File: src/rtl/svfloat_pkg.sv
// Float format descriptor, rounding modes, class codes and exception flag
// indices shared by the float-to-integer and mul/div datapaths.
package svfloat;

    typedef struct packed {
        logic [7:0]  exp_w;
        logic [7:0]  man_w;
        logic [15:0] bias;
    } fmt_t;

    localparam fmt_t float32 = '{exp_w: 8'd8, man_w: 8'd23, bias: 16'd127};

    typedef enum logic [2:0] {
        RM_RNE = 3'd0,
        RM_RTZ = 3'd1,
        RM_RDN = 3'd2,
        RM_RUP = 3'd3,
        RM_RMM = 3'd4
    } rm_t;

    typedef enum logic [2:0] {
        FC_ZERO = 3'd0,
        FC_SUB  = 3'd1,
        FC_NORM = 3'd2,
        FC_INF  = 3'd3,
        FC_NAN  = 3'd4
    } fclass_e;

    localparam int FLAG_W  = 5;
    localparam int FLAG_NV = 4;
    localparam int FLAG_DZ = 3;
    localparam int FLAG_OF = 2;
    localparam int FLAG_UF = 1;
    localparam int FLAG_NX = 0;

    // Reserved encodings 5..7 fall back to round-to-nearest-even.
    function automatic rm_t decode_rm(input logic [2:0] raw);
        rm_t rm;
        case (raw)
            3'd1:    rm = RM_RTZ;
            3'd2:    rm = RM_RDN;
            3'd3:    rm = RM_RUP;
            3'd4:    rm = RM_RMM;
            default: rm = RM_RNE;
        endcase
        return rm;
    endfunction

endpackage

File: src/rtl/fclassify.sv
// Unpack/classify a packed float: sign, biased exponent, mantissa with hidden bit, class.
// Latency: combinational.
// Backpressure: none, pure function of the input word.
import svfloat::*;

module fclassify #(
    parameter fmt_t FMT = float32,
    localparam int EW = int'(FMT.exp_w),
    localparam int MW = int'(FMT.man_w)
) (
    input  logic [EW+MW:0] f,
    output logic           sign,
    output logic [EW-1:0]  bexp,
    output logic [MW:0]    mant,
    output logic [2:0]     cls
);

    logic [MW-1:0] frac;
    logic          exp_ones;
    logic          exp_zero;

    assign sign     = f[EW+MW];
    assign bexp     = f[EW+MW-1:MW];
    assign frac     = f[MW-1:0];
    assign exp_ones = &bexp;
    assign exp_zero = ~|bexp;
    assign mant     = {~exp_zero, frac};

    always_comb begin
        cls = FC_NORM;
        if (exp_ones) begin
            cls = (|frac) ? FC_NAN : FC_INF;
        end else if (exp_zero) begin
            cls = (|frac) ? FC_SUB : FC_ZERO;
        end
    end

endmodule

File: src/rtl/ftoi_pipe.sv
// Float to signed/unsigned integer with RISC-V fcvt rounding and NV/NX flags.
// Latency: 3 cycles (unpack, align, round/saturate), one word per cycle.
// Backpressure: global stall while out_valid && !out_ready; in_ready = !stall.
import svfloat::*;

module ftoi_pipe #(
    parameter fmt_t FMT   = float32,
    parameter int   INT_W = 32,
    localparam int  EW    = int'(FMT.exp_w),
    localparam int  MW    = int'(FMT.man_w),
    localparam int  FW    = EW + MW + 1
) (
    input  logic              clk,
    input  logic              rst_n,
    input  logic              in_valid,
    output logic              in_ready,
    input  logic [FW-1:0]     in_data,
    input  logic              in_signed,
    input  logic [2:0]        in_rm,
    output logic              out_valid,
    input  logic              out_ready,
    output logic [INT_W-1:0]  out_data,
    output logic [4:0]        out_flags
);

    localparam int BIAS = int'(FMT.bias);
    localparam logic signed [EW+1:0] E_BIAS = (EW+2)'(BIAS);
    localparam logic signed [EW+1:0] E_INTW = (EW+2)'(INT_W);
    localparam logic [INT_W-1:0] SMAX = {1'b0, {(INT_W-1){1'b1}}};
    localparam logic [INT_W-1:0] SMIN = {1'b1, {(INT_W-1){1'b0}}};
    localparam logic [INT_W-1:0] UMAX = {INT_W{1'b1}};

    logic stall;
    logic en;

    assign stall    = out_valid && !out_ready;
    assign en       = !stall;
    assign in_ready = en;

    // ---------------- stage 1: unpack ----------------
    logic          c_sign;
    logic [EW-1:0] c_exp;
    logic [MW:0]   c_mant;
    logic [2:0]    c_cls;

    fclassify #(.FMT(FMT)) u_fclassify (
        .f    (in_data),
        .sign (c_sign),
        .bexp (c_exp),
        .mant (c_mant),
        .cls  (c_cls)
    );

    logic          s1_vld;
    logic          s1_sign;
    logic [EW-1:0] s1_exp;
    logic [MW:0]   s1_mant;
    logic [2:0]    s1_cls;
    logic          s1_signed;
    rm_t           s1_rm;

    always_ff @(posedge clk or negedge rst_n) begin
        if (!rst_n) begin
            s1_vld    <= 1'b0;
            s1_sign   <= 1'b0;
            s1_exp    <= '0;
            s1_mant   <= '0;
            s1_cls    <= FC_ZERO;
            s1_signed <= 1'b0;
            s1_rm     <= RM_RNE;
        end else if (en) begin
            s1_vld <= in_valid;
            if (in_valid) begin
                s1_sign   <= c_sign;
                s1_exp    <= c_exp;
                s1_mant   <= c_mant;
                s1_cls    <= c_cls;
                s1_signed <= in_signed;
                s1_rm     <= decode_rm(in_rm);
            end
        end
    end

    // ---------------- stage 2: align ----------------
    logic signed [EW+1:0]  e;
    logic [INT_W+MW-1:0]   ext;
    logic [INT_W+MW-1:0]   sh;
    logic [INT_W-1:0]      n_mag;
    logic                  n_g;
    logic                  n_st;
    logic                  n_ovf;

    assign e   = $signed({2'b00, s1_exp}) - E_BIAS;
    assign ext = {{(INT_W-1){1'b0}}, s1_mant};
    // Only consumed when 0 <= e < INT_W, so the shift never drops integer bits.
    assign sh  = ext << e;

    always_comb begin
        n_mag = '0;
        n_g   = 1'b0;
        n_st  = 1'b0;
        n_ovf = 1'b0;
        case (fclass_e'(s1_cls))
            FC_SUB: n_st = 1'b1;
            FC_NORM: begin
                if (e[EW+1]) begin
                    // Magnitude below 1: only e == -1 puts the hidden bit in the guard position.
                    if (&e) begin
                        n_g  = s1_mant[MW];
                        n_st = |s1_mant[MW-1:0];
                    end else begin
                        n_st = 1'b1;
                    end
                end else if (e >= E_INTW) begin
                    n_ovf = 1'b1;
                end else begin
                    n_mag = sh[INT_W+MW-1:MW];
                    n_g   = sh[MW-1];
                    n_st  = |sh[MW-2:0];
                end
            end
            default: ;
        endcase
    end

    logic             s2_vld;
    logic             s2_sign;
    logic [INT_W-1:0] s2_mag;
    logic             s2_g;
    logic             s2_st;
    logic             s2_ovf;
    logic             s2_inf;
    logic             s2_nan;
    logic             s2_signed;
    rm_t              s2_rm;

    always_ff @(posedge clk or negedge rst_n) begin
        if (!rst_n) begin
            s2_vld    <= 1'b0;
            s2_sign   <= 1'b0;
            s2_mag    <= '0;
            s2_g      <= 1'b0;
            s2_st     <= 1'b0;
            s2_ovf    <= 1'b0;
            s2_inf    <= 1'b0;
            s2_nan    <= 1'b0;
            s2_signed <= 1'b0;
            s2_rm     <= RM_RNE;
        end else if (en) begin
            s2_vld <= s1_vld;
            if (s1_vld) begin
                s2_sign   <= s1_sign;
                s2_mag    <= n_mag;
                s2_g      <= n_g;
                s2_st     <= n_st;
                s2_ovf    <= n_ovf;
                s2_inf    <= (s1_cls == FC_INF);
                s2_nan    <= (s1_cls == FC_NAN);
                s2_signed <= s1_signed;
                s2_rm     <= s1_rm;
            end
        end
    end

    // ---------------- stage 3: round and saturate ----------------
    logic             inexact;
    logic             inc;
    logic [INT_W:0]   rmag;
    logic [INT_W-1:0] pos_sat;
    logic [INT_W-1:0] neg_sat;
    logic [INT_W-1:0] r_data;
    logic             r_nv;
    logic             r_nx;

    assign inexact = s2_g | s2_st;
    assign pos_sat = s2_signed ? SMAX : UMAX;
    assign neg_sat = s2_signed ? SMIN : '0;
    assign rmag    = {1'b0, s2_mag} + {{INT_W{1'b0}}, inc};

    always_comb begin
        case (s2_rm)
            RM_RTZ:  inc = 1'b0;
            RM_RDN:  inc = s2_sign & inexact;
            RM_RUP:  inc = ~s2_sign & inexact;
            RM_RMM:  inc = s2_g;
            default: inc = s2_g & (s2_st | s2_mag[0]);
        endcase
    end

    always_comb begin
        r_data = '0;
        r_nv   = 1'b0;
        r_nx   = 1'b0;
        if (s2_nan) begin
            r_data = pos_sat;
            r_nv   = 1'b1;
        end else if (s2_inf || s2_ovf) begin
            r_data = s2_sign ? neg_sat : pos_sat;
            r_nv   = 1'b1;
        end else if (s2_signed) begin
            if (!s2_sign && rmag > {1'b0, SMAX}) begin
                r_data = SMAX;
                r_nv   = 1'b1;
            end else if (s2_sign && rmag > {1'b0, SMIN}) begin
                r_data = SMIN;
                r_nv   = 1'b1;
            end else begin
                r_data = s2_sign ? (~rmag[INT_W-1:0] + 1'b1) : rmag[INT_W-1:0];
                r_nx   = inexact;
            end
        end else if (!s2_sign) begin
            if (rmag[INT_W]) begin
                r_data = UMAX;
                r_nv   = 1'b1;
            end else begin
                r_data = rmag[INT_W-1:0];
                r_nx   = inexact;
            end
        end else if (|rmag) begin
            r_nv = 1'b1;
        end else begin
            r_nx = inexact;
        end
    end

    always_ff @(posedge clk or negedge rst_n) begin
        if (!rst_n) begin
            out_valid <= 1'b0;
            out_data  <= '0;
            out_flags <= '0;
        end else if (en) begin
            out_valid <= s2_vld;
            if (s2_vld) begin
                out_data           <= r_data;
                out_flags          <= '0;
                out_flags[FLAG_NV] <= r_nv;
                out_flags[FLAG_NX] <= r_nx;
            end
        end
    end

endmodule

File: config.mk
export PLATFORM = sky130hd
export DESIGN_NAME = ftoi_pipe
export DESIGN_NICKNAME = d
export VERILOG_FILES = /design/src/rtl/svfloat_pkg.sv /design/src/rtl/fclassify.sv /design/src/rtl/ftoi_pipe.sv
export SDC_FILE = /design/constraint.sdc
export NUM_CORES = 1
export LEC_CHECK = 0
export ABC_CLOCK_PERIOD_IN_PS = 7400
export CELL_PAD_IN_SITES_DETAIL_PLACEMENT = 1
export CELL_PAD_IN_SITES_GLOBAL_PLACEMENT = 1
export CORE_MARGIN = 4
export CORE_UTILIZATION = 30
export DETAILED_ROUTE_END_ITERATION = 7
export GPL_TIMING_DRIVEN = 0
export PLACE_DENSITY_LB_ADDON = 0.05
export SLEW_MARGIN = 15
export SYNTH_ARGS = -nofsm -noshare
export SYNTH_HDL_FRONTEND = slang
export SYNTH_SLANG_ARGS = --single-unit
export TNS_END_PERCENT = 10
File: constraint.sdc
create_clock -name clk -period 7.4 [get_ports clk]
set_input_delay 1.48 -clock clk [delete_from_list [all_inputs] [get_ports clk]]
set_output_delay 1.48 -clock clk [all_outputs]
set_load 0.05 [all_outputs]
**Word-level counts from Yosys, hierarchy flattened**

Index checks and enable logic that the tools add are counted.

- Shifts and indexed selects: 1
- Order comparisons: 3
- Bitwise gates (word level): 8
- Equality and inequality tests: 12
- Reductions and logical operators: 17
- Mux-type cells: 47
- Add/subtract/negate cells: 3

Operators with widths:

| operator | count |
|---|---|
| two-way mux 32 bit | 14 |
| << shifter 24 x 10 -> 55 bit | 1 |
| OR reduction 23 bit | 2 |
| adder 32 x 1 -> 33 bit | 1 |
| greater-than comparator 33 x 31 -> 1 bit (second input constant) | 1 |
| greater-than comparator 33 x 32 -> 1 bit (second input constant) | 1 |
| OR reduction 33 bit | 1 |
| adder 32 x 1 -> 32 bit (second input constant) | 1 |
| inverter 32 bit | 1 |
| two-way mux 1 bit | 27 |
| OR reduction 22 bit | 1 |
| == test 3 x 2 -> 1 bit (second input constant) | 6 |
| case mux 3 bit (4 select lines) | 1 |
| AND reduction 10 bit | 1 |
| == test 3 x 1 -> 1 bit (second input constant) | 3 |
| == test 3 bit (second input constant) | 3 |
| greater-or-equal comparator 9 x 7 -> 1 bit (second input constant) | 1 |
| two-way mux 3 bit | 3 |
| subtractor 8 x 7 -> 9 bit (second input constant) | 1 |
| AND reduction 8 bit | 1 |
| OR reduction 8 bit | 1 |
| AND reduction 2 bit | 3 |
| case mux 1 bit (4 select lines) | 1 |
| bitwise AND 1 bit | 3 |
| other kinds (6) | 12 |

- Register bits: 119
- Output and inout bits: 39
- Word-level logic and storage cells: 111

**Depth between registers and ports, before layout**

Gate-level depths: netlist of the first run.

- Depth in word-level cells: 12
- Gate-level depth with buffers: 19
- Mapped depth without buffers: 17

**Hierarchy**

A second synthesis of the first run with hierarchy kept.

- Cell total of the unflattened synthesis: 1221
- Area, all modules: 9875.7 um2

Modules (own cells, without submodules):

| module | cells an instance | area each (um2) | times used | seq. area each (um2) |
|---|---|---|---|---|
| ftoi_pipe | 1170 | 9519.1 | 1 | 2977.9 |
| fclassify | 51 | 356.6 | 1 | 0.0 |

**Worst setup path after synthesis of the first run**

Ideal clock, no wire load.

- Path kind: flip-flop to flip-flop
- From: reg s2_sign
- To: reg out_data[25]
- Library setup time: 0.095 ns
- Data required time: 7.305 ns
- Setup slack: 3.001 ns
- Path buffers: 3
- Arrival: 4.305 ns
- Cell stages (with the launch flop): 19
- Period minus slack after synthesis: 4.399 ns
- Cell sequence: dfrtp_1 -> clkbuf_1 -> clkbuf_1 -> xnor2_1 -> nor3b_1 -> a21oi_1 -> nor2_1 -> ha_1 -> ha_1 -> nand3_1 -> nor4_1 -> xor2_1 -> nor4_1 -> nand4_1 -> clkbuf_1 -> o41ai_1 -> xor2_1 -> nand2_2 -> a221oi_2

- Longest elaborated chain between the ends: 12

RTL lines:

| item | RTL line | RTL |
|---|---|---|
| start: declaration | ftoi_pipe.sv:127 | `logic s2_sign;` |
| start signal: assignment | ftoi_pipe.sv:152 | `s2_sign <= s1_sign;` |
| inverter 1 bit | ftoi_pipe.sv:184 | `RM_RUP: inc = ~s2_sign & inexact;` |
| bitwise AND 1 bit | ftoi_pipe.sv:184 |  |
| case mux 1 bit (4 select lines) | ftoi_pipe.sv:181 | `case (s2_rm)` |
| adder 32 x 1 -> 33 bit | ftoi_pipe.sv:178 | `assign rmag = {1'b0, s2_mag} + {{INT_W{1'b0}}, inc};` |
| inverter 32 bit | ftoi_pipe.sv:208 | `r_data = s2_sign ? (~rmag[INT_W-1:0] + 1'b1) : rmag[INT_W-1:0];` |
| adder 32 x 1 -> 32 bit | ftoi_pipe.sv:208 |  |
| two-way mux 32 bit | ftoi_pipe.sv:208 |  |
| two-way mux 32 bit | ftoi_pipe.sv:204 | `end else if (s2_sign && rmag > {1'b0, SMIN}) begin` |
| two-way mux 32 bit | ftoi_pipe.sv:201 | `if (!s2_sign && rmag > {1'b0, SMAX}) begin` |
| two-way mux 32 bit | ftoi_pipe.sv:200 | `end else if (s2_signed) begin` |
| two-way mux 32 bit * | ftoi_pipe.sv:197 | `end else if (s2_inf \|\| s2_ovf) begin` |
| two-way mux 32 bit * | ftoi_pipe.sv:194 | `if (s2_nan) begin` |
| end signal: assignment | ftoi_pipe.sv:234 | `out_data <= r_data;` |
| end: declaration | ftoi_pipe.sv:22 | `output logic [INT_W-1:0] out_data,` |

Mark *: on every way between the ends. The rest lies on a longest branch, timed or not.
A chain may end at the register's enable or synchronous reset.

**Final worst setup path of the first run**

- From: reg s2_sign
- To: reg out_data[17]

Same word-level chain as after synthesis.

==> impl_results.md, run 1 <==
* Design area at 11370 sq um
* Syn_area_per_cell at 8.444 sq um
* Clock Tree Buf Depth at 2
* Setup WS post-layout at 0.6216 ns
* RSZ-0062 raised after global routing: no
* Clock Skew at 0.01111 ns
* Setup TNS Final at 0 ns
* Fill count at 3647
* Initial antenna violation count at 0
* IO Pins at 79
* Hpwl dp at 28210 microns
* Die height at 186.1 microns
* Remaining Overflow, GRT at 0
* Synth Register Bits at 119
* First-pass GRT wire length at 56940 microns
* Top FF cell, synth: dfrtp_1
* Max VDD drop at 0.1598 mV
* Worst-Margin Slew at 0.9005 ns
* Vias in the first global route at 9503
* Clk sinks at 119
* Largest net degree at the start of global routing at 80
* Max Freq at 147.5 MHz
* Synth Cell Area at 9517 sq um
* Num rows at 64
* Critical path's slowest cell: nor4_1
* Hold_buf cts at 0
* Layout Utilization at 0.3680
* GR Util All Layers at 0.2121
* CTS Root Buffer Type: clkbuf_16
* Final setup viols at 0
* Layout cells sized above 1 at 0.1464
* Area Growth Syn to Fin at 19.52%
* Final hold vios at 0
* Outcome: finished clean
* Startpoint types: register
* Critical Path Sink Type: register
* CTS tree: done
* Power Density at 403.1 nW/um^2
* Hold WS at 0.4767 ns
* Clock latency on the worst-skew pair at 0.45 ns
* DRT Pass-1 Iters at 5
* Maximum net fanout on the critical path at 10
* Worst path cell trace: clkbuf_1 -> clkbuf_1 -> xnor2_1 -> nor3b_1 -> a21oi_1 -> nor2_1 -> ha_1 -> nand4_1 -> clkbuf_1 -> nor4_1 -> nand4_1 -> nor2_1 -> mux2_2 -> nand2b_1 -> nand2_1 -> nor2_1 -> clkbuf_1 -> a221oi_2
* DRT antenna net count at 0
* Yosys top cell area share at 0.3129
* Clock transition at path regs at 0.06 ns
* CP most frequent cell: clkbuf_1
* Detailed Route WL at 35720 microns
* Avg WL per Cell at 21.89 microns
* Gpl congestion at 0.8665
* Die X-Extent at 186.1 microns
* Commonest non-fill, non-tap cells in the layout: 119 x dfrtp_1, 109 x nor2_1, 104 x nand2_1
* DRC viols at 0
* WS Path Type: register to register
* Via density at 5.575
* Die area at 34640 sq um
* MaxCap Viol Count at 0
* P_leak at 0.004368 uW
* Commonest non-fill, non-tap cell in the layout: dfrtp_1
* Total CTS buffers at 17
* Worst path arrival time at 7.06 ns
* Main area contributors after synthesis: dfrtp_1 31%, mux2_2 6.2%, o21ai_0 5.2%
* Library cells used by synthesis at 77
* Post-Syn Instances at 1127
* Synth area leader: dfrtp_1
* Synth Warn # at 0
* Period utilization at 0.9160
* Htree depth at 4
* Starting Density at 0.3079
* Final Max Tran Viols at 0
* Max_slew headroom at 0.3954
* Initial drt markers at 593
* Via count at 9098
* Minimum clock period at 6.778 ns
* EDFF count, synth at 0
* Dpl ws at 0.5216 ns
* Post-layout nets at 1270
* Worst hold path class: register to register
* Core Area at 30910 sq um
* Largest stage delay on the critical path at 0.73 ns
* Port Buffer Count at 75
* Ant. Diodes at 0
* Crit path required time at 7.68 ns
* Async set-reset flop share out of synthesis at 1.000
* Seq/Total Area, Yosys at 0.3129
* Post-DP Area at 10800 sq um
through the flow:
step	total power, uW	cells
2_1_floorplan	2893	1129
3_5_place_dp	3772	1601
4_1_cts	4612	1632
5_1_grt	4919	1632
3_3_place_gp	3763	1600
6_report	4586	1632
metal layers:
layer  part of all wire  track usage  routed length, microns  vias to the layer above
li1                   -            -                       -                     4353
met5                  0            0                       0                        -
met1               0.48       0.2927                   17220                     4531
met4              0.021      0.05829                     757                        0
met2               0.46       0.3434                   16520                      170
met3              0.034      0.03772                    1222                       44
where the power goes:
group,switching [uW],internal [uW],leakage (uW),total (uW)
logic,1800,982,0.00260,2780
registers,163,832,0.00149,995
clock network,340,471,0.000273,811
total,2300,2280,0.00437,4590
synth_stat cells, types with 4 or more instances:
master	number
xor2_1	30
o211ai_1	9
mux2i_1	35
mux2_2	52
o22ai_1	4
and2_1	6
nand2_2	24
and4_1	6
nor4_1	28
nand2b_1	14
or2_2	9
a21oi_1	60
nand4_1	25
a21boi_0	7
mux4_2	9
a221oi_2	24
o21a_1	7
clkbuf_1	71
ha_1	6
o21ai_0	99
buf_2	10
o41ai_1	7
a32oi_1	4
a22o_1	14
a32o_1	7
o31ai_1	8
nor3b_1	4
buf_1	6
and3_1	12
nand3_1	40
dfrtp_1	119
xnor2_1	31
a31oi_1	14
nor2_1	109
nand2_1	104
nor3_1	26
a221oi_1	6
inv_1	16
or4_1	5
critical path: cells and delay by family (launching register included):
kind                     cells  cell delay [ns]
AO/OA/AOI/OAI                2             0.21
XOR/XNOR                     1             0.16
adder cells (fa/ha/maj)      1             0.39
buffers and inverters        4             2.16
flip-flops                   1             0.48
multiplexers                 1             0.43
AND/OR/NAND/NOR              9             2.78
registers in the layout (all words and copies together) (netlist names):
name / flops
out_data: 32
out_flags: 2
out_valid: 1
s1_cls: 3
s1_exp: 8
s1_mant: 24
s1_rm: 3
s1_sign: 1
s1_signed: 1
s1_vld: 1
s2_g: 1
s2_inf: 1
s2_mag: 32
s2_nan: 1
s2_ovf: 1
s2_rm: 3
s2_sign: 1
s2_signed: 1
s2_st: 1
s2_vld: 1
logic make-up (layout without fill, tap and decap cells):
group / Yosys count / count (layout) / share of synthesized area
buffers and inverters: 111 / 218 / 0.05088
other: 1 / 3 / 0.0003940
xor gates and xnor gates: 61 / 61 / 0.05614
DFF: 119 / 119 / 0.3129
AOI/OAI and AO/OA: 301 / 301 / 0.2226
muxes: 96 / 96 / 0.1196
adders and majority gates: 6 / 6 / 0.007888
and+or+nand+nor: 432 / 432 / 0.2296
final cells by class:
cell class / instances / area, sq um / area share
Buffer: 93 / 416.7 / 0.03663
Timing Repair Buffer: 76 / 779.5 / 0.06853
Inverter: 18 / 67.56 / 0.005940
Sequential cell: 119 / 2978 / 0.2618
Clock inverter: 13 / 125.1 / 0.01100
Multi-Input combinational cell: 899 / 6073 / 0.5339
Tap cell: 396 / 495.5 / 0.04356
Clock buffer: 18 / 439.2 / 0.03861
worst paths after layout:
kind                                                  to                  from  cells after the start  slack (ns)
worst max register to register  out_data[17]$_DFFE_PN0P_   s2_sign$_DFFE_PN0P_                     18        0.62
worst min register to register      s1_rm[2]$_DFFE_PN0P_  s1_rm[2]$_DFFE_PN0P_                      2        0.48
worst max-delay path            out_data[17]$_DFFE_PN0P_   s2_sign$_DFFE_PN0P_                     18        0.62
max in group asynchronous          out_valid$_DFFE_PN0N_                 rst_n                      2        5.68
worst min-delay path                s1_rm[2]$_DFFE_PN0P_  s1_rm[2]$_DFFE_PN0P_                      2        0.48
min in group asynchronous          s2_mag[1]$_DFFE_PN0P_                 rst_n                      1        0.96
what timing repair did:
item,CTS,global route
setup endpoints to repair,0,2
buffers inserted,0,0
gates resized for setup,0,1
Power figures use the tool's default switching activity.
==> run 2, diff against run 1 <==
--- a/config.mk
+++ b/config.mk
@@ -10,6 +10,7 @@
 export CELL_PAD_IN_SITES_GLOBAL_PLACEMENT = 1
 export CORE_MARGIN = 4
 export CORE_UTILIZATION = 30
+export CTS_CLUSTER_DIAMETER = 150
 export DETAILED_ROUTE_END_ITERATION = 7
 export GPL_TIMING_DRIVEN = 0
 export PLACE_DENSITY_LB_ADDON = 0.05
==> results of run 2 <==
The final DEF is identical to that of run 1; final timing and power are the same.
